### src/rtl/interleave_seq.sv
// Sequencer that toggles the input of an external inverter chain and checks that
// every stage settles in order and within a cycle budget, counting completed toggles.
module interleave_seq #(
  parameter int N_STAGES = 5,
  parameter int TIMEOUT  = 15,
  parameter int CNT_W    = 8,
  localparam int FS_W    = (N_STAGES > 1) ? $clog2(N_STAGES) : 1,
  localparam int TM_W    = ($clog2(TIMEOUT + 1) < 1) ? 1 : $clog2(TIMEOUT + 1)
) (
  input  logic                clk,
  input  logic                reset,
  input  logic                start,
  input  logic [CNT_W-1:0]    num_toggles,
  output logic                drive,
  input  logic [N_STAGES-1:0] taps,
  output logic                busy,
  output logic                done,
  output logic                error,
  output logic [FS_W-1:0]     fail_stage,
  output logic [CNT_W-1:0]    toggle_cnt
);

  typedef enum logic [1:0] {S_IDLE, S_DRIVE, S_WAIT, S_DONE} state_t;

  state_t              r_state;
  state_t              w_next_state;
  logic                r_drive;
  logic                r_error;
  logic [FS_W-1:0]     r_fail_stage;
  logic [CNT_W-1:0]    r_toggle_cnt;
  logic [CNT_W-1:0]    r_tgt;
  logic [TM_W-1:0]     r_timer;
  logic [N_STAGES-1:0] r_settled;
  logic [N_STAGES-1:0] r_sync1;
  logic [N_STAGES-1:0] r_sync2;

  logic [N_STAGES-1:0] w_expected;
  logic [N_STAGES-1:0] w_match;
  logic [N_STAGES-1:0] w_order_err;
  logic [N_STAGES-1:0] w_settled_nx;
  logic [FS_W-1:0]     w_order_idx;
  logic [FS_W-1:0]     w_unset_idx;
  logic [CNT_W-1:0]    w_cnt_inc;
  logic                w_all_set;
  logic                w_timeout;

  // Even-indexed stages see an odd number of inversions, so they expect ~drive.
  genvar gi;
  generate
    for (gi = 0; gi < N_STAGES; gi++) begin : g_stage
      if ((gi % 2) == 0) begin : g_inv
        assign w_expected[gi] = ~r_drive;
      end else begin : g_buf
        assign w_expected[gi] = r_drive;
      end
      assign w_match[gi] = (r_sync2[gi] == w_expected[gi]);
      if (gi == 0) begin : g_first
        assign w_order_err[gi] = 1'b0;
      end else begin : g_rest
        assign w_order_err[gi] = w_match[gi] & ~r_settled[gi-1];
      end
    end
  endgenerate

  assign w_settled_nx = r_settled | w_match;
  assign w_all_set    = &w_settled_nx;
  assign w_timeout    = (r_timer == TM_W'(TIMEOUT)) && !w_all_set;
  assign w_cnt_inc    = r_toggle_cnt + 1'b1;

  always_comb begin
    w_order_idx = '0;
    w_unset_idx = '0;
    for (int i = N_STAGES - 1; i >= 0; i--) begin
      if (w_order_err[i])   w_order_idx = FS_W'(i);
      if (!w_settled_nx[i]) w_unset_idx = FS_W'(i);
    end
  end

  always_comb begin
    w_next_state = r_state;
    case (r_state)
      S_IDLE:  if (start) w_next_state = (num_toggles == '0) ? S_DONE : S_DRIVE;
      S_DRIVE: w_next_state = S_WAIT;
      S_WAIT: begin
        if (|w_order_err)   w_next_state = S_DONE;
        else if (w_all_set) w_next_state = (w_cnt_inc == r_tgt) ? S_DONE : S_DRIVE;
        else if (w_timeout) w_next_state = S_DONE;
      end
      S_DONE:  w_next_state = S_IDLE;
      default: w_next_state = S_IDLE;
    endcase
  end

  always_ff @(posedge clk) begin
    if (reset) begin
      r_state      <= S_IDLE;
      r_drive      <= 1'b0;
      r_error      <= 1'b0;
      r_fail_stage <= '0;
      r_toggle_cnt <= '0;
      r_tgt        <= '0;
      r_timer      <= '0;
      r_settled    <= '0;
      r_sync1      <= '0;
      r_sync2      <= '0;
    end else begin
      r_state <= w_next_state;
      r_sync1 <= taps;
      r_sync2 <= r_sync1;
      case (r_state)
        S_IDLE: begin
          if (start) begin
            r_tgt        <= num_toggles;
            r_toggle_cnt <= '0;
            r_error      <= 1'b0;
            r_fail_stage <= '0;
          end
        end
        S_DRIVE: begin
          r_drive   <= ~r_drive;
          r_timer   <= '0;
          r_settled <= '0;
        end
        S_WAIT: begin
          r_settled <= w_settled_nx;
          if (r_timer != TM_W'(TIMEOUT)) r_timer <= r_timer + 1'b1;
          // Ordering takes precedence over timeout when both fire together.
          if (|w_order_err) begin
            r_error      <= 1'b1;
            r_fail_stage <= w_order_idx;
          end else if (w_all_set) begin
            r_toggle_cnt <= w_cnt_inc;
          end else if (w_timeout) begin
            r_error      <= 1'b1;
            r_fail_stage <= w_unset_idx;
          end
        end
        default: ;
      endcase
    end
  end

  assign drive      = r_drive;
  assign busy       = (r_state != S_IDLE);
  assign done       = (r_state == S_DONE);
  assign error      = r_error;
  assign fail_stage = r_fail_stage;
  assign toggle_cnt = r_toggle_cnt;

endmodule

### config.mk
export PLATFORM = sky130hd
export DESIGN_NAME = interleave_seq
export DESIGN_NICKNAME = d
export VERILOG_FILES = /design/src/rtl/interleave_seq.sv
export SDC_FILE = /design/constraint.sdc
export NUM_CORES = 1
export LEC_CHECK = 0
export BUFFER_PORTS_ARGS = -buffer_cell sky130_fd_sc_hd__buf_2
export CORE_UTILIZATION = 35
export DETAILED_ROUTE_END_ITERATION = 8
export MAX_ROUTING_LAYER = met4
export PLACE_DENSITY_LB_ADDON = 0.25
export SYNTH_ARGS = -nofsm -noshare
export SYNTH_HDL_FRONTEND = slang
export SYNTH_SLANG_ARGS = --single-unit
export TNS_END_PERCENT = 20
### constraint.sdc
create_clock -name clk -period 3.1 [get_ports clk]
set_clock_uncertainty 0.1 [all_clocks]
set_input_delay 0.31 -clock clk [delete_from_list [all_inputs] [get_ports clk]]
set_output_delay 0.31 -clock clk [all_outputs]
set_load 0.005 [all_outputs]
==> impl_metrics.toml <==
[yosys]
ys_seq_area_share_pct = 37.44
synth.ff_latch_count = 42
synth_edf_count = 0
yosysUniqueCellTypes = 50
ys_warn_count = 0
synthFlopType = "dfxtp_1"
synthCells = 268
avgSynthCellArea_um2 = 8.380
synth_area_um2 = 2246
synth_async_sr_flop_share_pct = 0
syn_nets = 290

[setup_path]
end_kind = "register"
worst_setup_path_start_kind = "register"
worstPathMaxFanout = 16
rr_worst_depth = 6
r2r_start = "drive"
arrival_ps = 2730
rr_endpoint = "fail_stage[1]"
critPathKind = "register to register"
reg2reg_slack_ps = 510
worstSetupStartpoint = "drive"
crit_required_ps = 3240
crit_end = "fail_stage[1]"

[clock_network]
cts-buffers-inserted = 5
clkSinkCount = 42
path_clk_slew_ps = 70
cts_max_level = 2
cts_hold_buffers = 0
post_cts_buffers = 0
clk_latency_ps = 300
ctsResizeCount = 0
cts_tree = "yes"
clockRootBuffer = "clkbuf_8"
cts.path.max_buffers = 2

[floorplanning]
floorplan.io_pins = 31
die_w_um = 82.11
die_h_um = 82.11
core.rowCount = 28
die_area_um2 = 6741
start_util_pct = 37.06
core_area_um2 = 6061

[power]
power_frac_seq_pct = 37.3
irDropWorstVdd_uv = 322.7
total_power_mw = 1.953
p_leak_nw = 1.020
p_sw_share_pct = 39.00
cellInternalPower_mw = 1.191
combPwrFrac_pct = 40.0
p_clk_share_pct = 22.7
switchingPower_mw = 0.7616
p_per_area_nw_per_um2 = 761.4

[global_routing]
grt.overflow.total = 0
grt_pass1_vias = 1767
grt_max_degree = 32
grt_pass1_wl_um = 8590
grtUsageTotal_pct = 17.42
antenna_found_initial = 0

[sta]
hold_violations = 0
setup_viol = 0
fin_crit_sh_pct = 83.56
max-slew-margin-rel_pct = 48.90
setup_tns_ps = 0
slew_violations = 0
whs_ps = 120.7
fmaxAchievable_mhz = 386.0
max_slew.worst_pin.slew_ps = 765.4
post-route-min-period_ps = 2590
rsz0062_at_grt = "false"

[drt]
drt_iter0_drc = 112
drt-total-wl_um = 5202
viasPerCell = 5.388
vias = 1999
drtAntennaViolNets = 0
wire_per_inst_um = 14.02
drt_pass1_iterations = 4
drc = 0

[status]
status = "complete, no violations"

[placement]
hpwl_um = 3846
io_buffers = 30
placed_cells = 364
gp_routability_congestion = 0.8503

[flow_run]
drv_cap = 0

[cells_and_area]
drive_gt1_share_pct = 17.23
seqCellArea_um2 = 840.8
layout_common_cells = "dfxtp_1 (42), buf_2 (30), nand2_1 (25), nor2_1 (25), a21oi_1 (20)"
multi_input_area_um2 = 1292
final_common_cell = "dfxtp_1"
n_fill_cell = 625
finalNonFillerCells = 371
fin_nets = 318
diodes = 0
areaGrowthSynthToFinish_pct = 14.21

[hold_path]
hp-class = "input port to register"
[flip-flops by register name (all words and copies together), names as in the netlist]
register	cells
toggle_cnt	8
fail_stage	3
r_sync2	5
r_state	2
drive	1
r_settled	5
error	1
r_sync1	5
r_tgt	8
r_timer	4
[per-layer routing]
layer  global-route usage (%)  vias up  wire, µm
li1                         -     1000         -
met5                        -        -         0
met3                    3.626        6       206
met1                    23.84      948      2697
met2                    25.62       45      2234
met4                    5.263        0        64
[worst min-delay path by stage]
stage               startpoint          to  slack [ps]  cells past startpoint
floorplan           r_sync1[0]  r_sync2[0]         310                      1
global placement    r_sync1[2]  r_sync2[2]         320                      1
detailed placement  r_sync1[2]  r_sync2[2]         330                      1
CTS                    taps[0]  r_sync1[0]         120                      2
global route           taps[0]  r_sync1[0]         120                      2
finish                 taps[0]  r_sync1[0]         120                      2
[cells by family (layout without fill, tap and decap cells)]
family | count (synthesis) | in the layout | share of synthesized area, %
adders and majority gates | 6 | 6 | 3.343
buffers and inverters | 25 | 53 | 5.014
DFF | 42 | 42 | 37.44
muxes | 2 | 2 | 0.9471
and+or+nand+nor | 106 | 106 | 23.90
AOI/OAI and AO/OA | 68 | 68 | 21.28
xor gates and xnor gates | 19 | 19 | 8.078
[critical path: stages (launching register included)]
cell       delay [ps]
dfxtp_1           820
xor2_2            250
a2bb2oi_2         250
o221ai_2          170
nor2b_1           180
o32ai_1           560
a22o_1            200
[synthesized netlist by cell type (3+ instances only)]
cell type | count | area share, %
ha_1 | 6 | 3.3
a211oi_1 | 5 | 1.7
and2_1 | 4 | 1.1
a21oi_1 | 20 | 4.5
o211ai_1 | 4 | 1.3
nor3_1 | 6 | 1.3
clkbuf_1 | 10 | 1.7
dfxtp_1 | 42 | 37
a32o_1 | 3 | 1.3
nor2b_1 | 14 | 3.9
nand3_1 | 11 | 2.5
xor2_1 | 6 | 2.3
inv_1 | 12 | 2.0
o21ai_0 | 11 | 2.5
nand2_1 | 25 | 4.2
nand4_1 | 5 | 1.4
a31oi_1 | 6 | 1.7
nor4_1 | 3 | 0.84
nor2_1 | 25 | 4.2
xnor2_1 | 11 | 4.3
[layout make-up]
class                      instances  share of cell area, %
clock inverter                     1                  1.171
multi-input combinational        201                  50.39
sequential                        42                  32.78
clock buffer                       6                  3.220
tap                               75                  3.659
inverter                          12                  1.756
timing repair buffer              34                  7.024
[metrics by stage]
stage | area (µm²) | util [%] | setup WS (ps)
5_1_grt | 2565 | 42.32 | 282.0
3_3_place_gp | 2452 | 40.46 | 630.6
4_1_cts | 2565 | 42.32 | 531.9
2_1_floorplan | 2246 | - | 957.7
3_5_place_dp | 2452 | 40.46 | 522.0
6_report | 2565 | 42.32 | 509.5
[power by group through the flow]
stage | sequential, mW | clock (mW) | combinational, mW
finish | 0.729 | 0.442 | 0.782
global route | 0.742 | 0.484 | 0.880
CTS | 0.728 | 0.455 | 0.777
detailed placement | 0.741 | 0 | 0.774
global placement | 0.737 | 0 | 0.774
floorplan | 0.686 | 0 | 0.649
Note: power is estimated with default switching activity, not from simulation.
